[config.mk]
export PLATFORM = sky130hd
export DESIGN_NAME = segment_decoder
export DESIGN_NICKNAME = d
export VERILOG_FILES = /design/src/rtl/segment_decoder.sv
export SDC_FILE = /design/constraint.sdc
export NUM_CORES = 1
export LEC_CHECK = 0
export ABC_CLOCK_PERIOD_IN_PS = 2300
export CORE_MARGIN = 2
export CORE_UTILIZATION = 35
export DETAILED_ROUTE_END_ITERATION = 12
export HOLD_SLACK_MARGIN = 0.12
export MAX_ROUTING_LAYER = met4
export PLACE_DENSITY = 0.66
export SETUP_SLACK_MARGIN = 0.15
export SYNTH_ARGS = -nofsm -noshare
export SYNTH_HDL_FRONTEND = slang
export SYNTH_SLANG_ARGS = --single-unit
[constraint.sdc]
create_clock -name clk -period 2.3 [get_ports clk]
set_input_delay 0.23 -clock clk [delete_from_list [all_inputs] [get_ports clk]]
set_output_delay 0.23 -clock clk [all_outputs]
set_load 0.02 [all_outputs]
[src/rtl/segment_decoder.sv]
// segment_decoder: turns a time-multiplexed segment bus back into debounced digit values.
// Optional feature: define SEG_DP_EN to mask seg_bus[7] before lookup and expose dp_1/dp_2.
module segment_decoder #(
   parameter int STABLE_CNT = 4,
   parameter int CNT_W      = 4
) (
   input  logic       clk,
   input  logic       rst_n,
   input  logic       sample,
   input  logic [1:0] dig_sel,
   input  logic [8:0] seg_bus,
   output logic [3:0] data_1,
   output logic [3:0] data_2,
   output logic       valid_1,
   output logic       valid_2,
   output logic       upd_1,
   output logic       upd_2,
`ifdef SEG_DP_EN
   output logic       dp_1,
   output logic       dp_2,
`endif
   output logic       err
);

   localparam logic [CNT_W-1:0] STB = CNT_W'(STABLE_CNT);

   logic [8:0]            code;
   logic                  legal;
   logic [3:0]            digit;
   logic [1:0][3:0]       data_q, data_d, cand_q, cand_d;
   logic [1:0][CNT_W-1:0] cnt_q, cnt_d;
   logic [1:0]            valid_q, valid_d, upd_q, upd_d;
   logic                  err_q, err_d;
`ifdef SEG_DP_EN
   logic [1:0]            dp_q, dp_d;
`endif

   // Exact-match lookup of the segment code; blank marker decodes to 10
   always_comb begin
      code = seg_bus;
`ifdef SEG_DP_EN
      code[7] = 1'b0;
`endif
      legal = 1'b1;
      digit = 4'd0;
      case (code)
         9'h03f: digit = 4'd0;
         9'h006: digit = 4'd1;
         9'h05b: digit = 4'd2;
         9'h04f: digit = 4'd3;
         9'h066: digit = 4'd4;
         9'h06d: digit = 4'd5;
         9'h07d: digit = 4'd6;
         9'h007: digit = 4'd7;
         9'h07f: digit = 4'd8;
         9'h06f: digit = 4'd9;
         9'h100: digit = 4'd10;
         default: legal = 1'b0;
      endcase
   end

   // Per-digit candidate tracking, stability counting and commit decision
   always_comb begin
      data_d  = data_q;
      cand_d  = cand_q;
      cnt_d   = cnt_q;
      valid_d = valid_q;
      upd_d   = '0;
`ifdef SEG_DP_EN
      dp_d    = dp_q;
`endif
      err_d   = sample && ((&dig_sel) || ((^dig_sel) && !legal));
      for (int x = 0; x < 2; x++) begin
         if (sample && (^dig_sel) && dig_sel[x]) begin
            if (!legal) begin
               cand_d[x] = 4'hF;
               cnt_d[x]  = '0;
            end else if (digit != cand_q[x]) begin
               cand_d[x] = digit;
               cnt_d[x]  = CNT_W'(1);
            end else if (cnt_q[x] != STB) begin
               cnt_d[x]  = cnt_q[x] + CNT_W'(1);
            end
            if (legal && cnt_d[x] == STB && (digit != cand_q[x] || cnt_q[x] != STB)) begin
               data_d[x]  = digit;
               valid_d[x] = 1'b1;
               upd_d[x]   = !valid_q[x] || data_q[x] != digit;
`ifdef SEG_DP_EN
               dp_d[x]    = seg_bus[7];
`endif
            end
         end
      end
   end

   // State and output registers, cleared asynchronously
   always_ff @(posedge clk or negedge rst_n) begin
      if (!rst_n) begin
         data_q  <= {2{4'd10}};
         cand_q  <= {2{4'hF}};
         cnt_q   <= '0;
         valid_q <= '0;
         upd_q   <= '0;
         err_q   <= 1'b0;
`ifdef SEG_DP_EN
         dp_q    <= '0;
`endif
      end else begin
         data_q  <= data_d;
         cand_q  <= cand_d;
         cnt_q   <= cnt_d;
         valid_q <= valid_d;
         upd_q   <= upd_d;
         err_q   <= err_d;
`ifdef SEG_DP_EN
         dp_q    <= dp_d;
`endif
      end
   end

   assign data_1  = data_q[0];
   assign data_2  = data_q[1];
   assign valid_1 = valid_q[0];
   assign valid_2 = valid_q[1];
   assign upd_1   = upd_q[0];
   assign upd_2   = upd_q[1];
   assign err     = err_q;
`ifdef SEG_DP_EN
   assign dp_1    = dp_q[0];
   assign dp_2    = dp_q[1];
`endif

endmodule
==> impl_metrics.ini <==
[outcome]
status = complete, no violations

[critical_path]
cp_max_fo = 5
startpoint_type = input pin
path_class = in -> reg
critPathRequiredTime_ns = 2.50
crit_path_end_kind = flop
crit_arrival_ns = 2.42

[layout]
drive_gt1_frac = 0.4444
stdcell_count = 342
antennaDiodeCount = 0
nets = 288
area_growth_pct = 46.79
final_util = 0.5243

[placement]
place.gp.congestion = 0.8276
place_inst = 327
io_buffers = 26
pre_cts_slack_ns = -0.5568
dp_hpwl_um = 3465

[cts]
cts_buffers = 5
h-tree-depth = 2
clk_path_buf_depth = 2
cts_hold_buffers = 0
clkTransAtPathRegs_ns = 0.06
cts.sinks = 29
clock_latency_ns = 0.28
cts_tree = yes
clockRootBuffer = clkbuf_8

[power_and_ir_drop]
comb_power_share = 0.233
vdd_drop_max_mv = 0.4006
p_per_area_nw_per_um2 = 467.0
clock_power_share = 0.302
p_int_mw = 0.9362
p_sw_frac = 0.2925
switching_power_mw = 0.3871
p_seq_frac = 0.465
power_leakage_nw = 1.189

[grt]
antenna_found_initial = 0
grt_max_degree = 30
grtUsageTotal = 0.1734
first_global_vias = 1776
grt_pass1_wl_um = 8286
grt-ovfl-total = 0

[floorplanning]
die_y_um = 78.27
core_area_sq_um = 5405
row_count = 27
die-area_sq_um = 6126
die_w_um = 78.27
ios = 27
start_util = 0.3572

[timing]
layout_setup_ws_ns = 0.08828
fin_tns_setup_ns = 0
whs_ns = 0.3339
slew_viol_final = 0
rsz0062_at_grt = true
fin_skew_ns = 0.005239
hold_viol = 0
worstMarginPinSlew_ns = 0.4218
fmax_ghz = 0.4521
post-route-period-util = 0.9616
relSlewSlack = 0.7168
setup_viol = 0
period_needed_ns = 2.212

[drt]
wl_per_cell_um = 14.65
firstDrtPassIters = 4
wirelength_um = 5010
drc_errors = 0
dr.first_iter.drc_count = 49
vias_per_cell = 5.240
vias = 1792
drtAntennaViolNets = 0

[min_path]
holdCritPathClass = in -> async

[synthesis]
async_reset_ff_frac = 1.000
netlist_top_cells_area = dfrtp_1, dfstp_2, xnor2_1, ha_1, nand2_1
synth_area_sq_um = 1931
synth_top_area_frac = 0.2203
synth_ff_type = dfrtp_1
synth_common_cells = dfrtp_1, xnor2_1, nand2_1
ys_types = 53
synth_fp_nets = 212
synth_warnings = 0
ys_ff_latch = 29
yosysMostFrequentCell = dfrtp_1
avgSynthCellArea_sq_um = 10.00
synth_edf_count = 0
ys_seq_area_frac = 0.3837
synthCells = 193
yosysTopAreaCell = dfrtp_1

[flow_run]
maxCapViolCount = 0
-- cells by family after synthesis --
logic type | Yosys count | synth area share
AOI/OAI and AO/OA | 48 | 0.1996
xor gates and xnor gates | 15 | 0.06805
adders and majority gates | 5 | 0.03240
buffers and inverters | 17 | 0.04342
DFF | 29 | 0.3837
muxes | 7 | 0.04666
and+or+nand+nor | 72 | 0.2262
-- per-layer routing --
metal,track usage,wire (um),vias to the layer above
li1,-,-,879
met4,0.04211,42,0
met1,0.2205,2278,872
met5,-,0,-
met3,0.04253,186,5
met2,0.2802,2503,36
-- sequential cells by signal (all words and copies together) (netlist names) --
name	cells
cand_q	8
cnt_q	8
data_1	4
data_2	4
err	1
upd_q	2
valid_q	2
-- through the flow --
step	power (mW)	cell area [sq um]
global placement	0.8871	2565
floorplan	0.7709	1934
CTS	1.306	2748
global route	1.400	2834
finish	1.323	2834
detailed placement	0.8949	2565
-- layout by cell type (no fill, tap or decap), types with 2 or more instances in the layout --
cell type | synthesis | layout
a211oi_1 | 4 | 3
a21oi_1 | 8 | 7
a31o_2 | 3 | 3
and3_1 | 4 | 3
buf_2 | 1 | 2
buf_4 | 3 | 49
buf_6 | 1 | 4
clkbuf_1 | 3 | 3
clkbuf_2 | 0 | 3
clkbuf_8 | 0 | 5
clkdlybuf4s50_1 | 0 | 15
dfrtp_1 | 17 | 16
dfstp_2 | 12 | 12
dlygate4sd2_1 | 0 | 2
dlymetal6s2s_1 | 0 | 2
ha_1 | 5 | 4
inv_1 | 9 | 9
mux2_4 | 3 | 7
nand2_1 | 13 | 13
nand2b_1 | 4 | 3
nand3_1 | 7 | 6
nand3b_1 | 3 | 3
nand4_1 | 6 | 6
nand4b_1 | 3 | 3
nor2_1 | 8 | 7
nor2_2 | 1 | 2
nor2b_1 | 3 | 2
nor3_1 | 6 | 4
nor3_2 | 0 | 2
nor4b_2 | 0 | 2
o2111ai_1 | 2 | 2
o2111ai_2 | 2 | 2
o21a_1 | 3 | 3
o21ai_0 | 8 | 8
o22ai_1 | 2 | 2
o32a_1 | 2 | 2
or2_2 | 2 | 2
or3_4 | 0 | 2
xnor2_1 | 15 | 13
xnor2_2 | 0 | 2
-- final timing paths --
kind / start / cells after the start / slack, ns / to
min reg2reg: cand_q[3] / 2 / 0.48 / cand_q[3]
min: rst_n / 2 / 0.33 / data_1[2]
max: seg_bus[3] / 9 / 0.09 / data_2[1]
max reg2reg: cnt_q[4] / 6 / 0.22 / data_2[0]
min in group clk: dig_sel[1] / 4 / 0.40 / err
max in group asynchronous: rst_n / 2 / 1.65 / cand_q[2]
-- power groups by stage --
stage          logic, mW  clock network, mW  registers (mW)
2_1_floorplan      0.159                  0           0.612
6_report           0.308              0.399           0.616
3_5_place_dp       0.274                  0           0.621
3_3_place_gp       0.268                  0           0.620
4_1_cts            0.284              0.407           0.615
5_1_grt            0.346              0.433           0.621
-- cell type report --
cell class                 count  area, sq um
tap                           72        90.09
clock buffer                   8        80.08
inverter                       9        33.78
sequential                    29        742.0
multi-input combinational    147         1257
timing repair buffer          77        630.6
fill                         494         2571
-- critical path, stage by stage --
cell,delay [ns]
buf_6,0.09
or4b_4,0.54
a2111oi_4,0.34
buf_4,0.19
xnor2_2,0.11
o2111ai_2,0.19
buf_4,0.20
o31a_2,0.31
o22a_1,0.21
-- repair_timing --
item                                    4_1_cts  5_1_grt
pin swaps                                    14       14
hold endpoints to repair                      0        0
buffers inserted                              3        4
endpoints found under the setup margin       21       21
gates resized for setup                      41       19
Note: power is estimated with default switching activity, not from simulation.
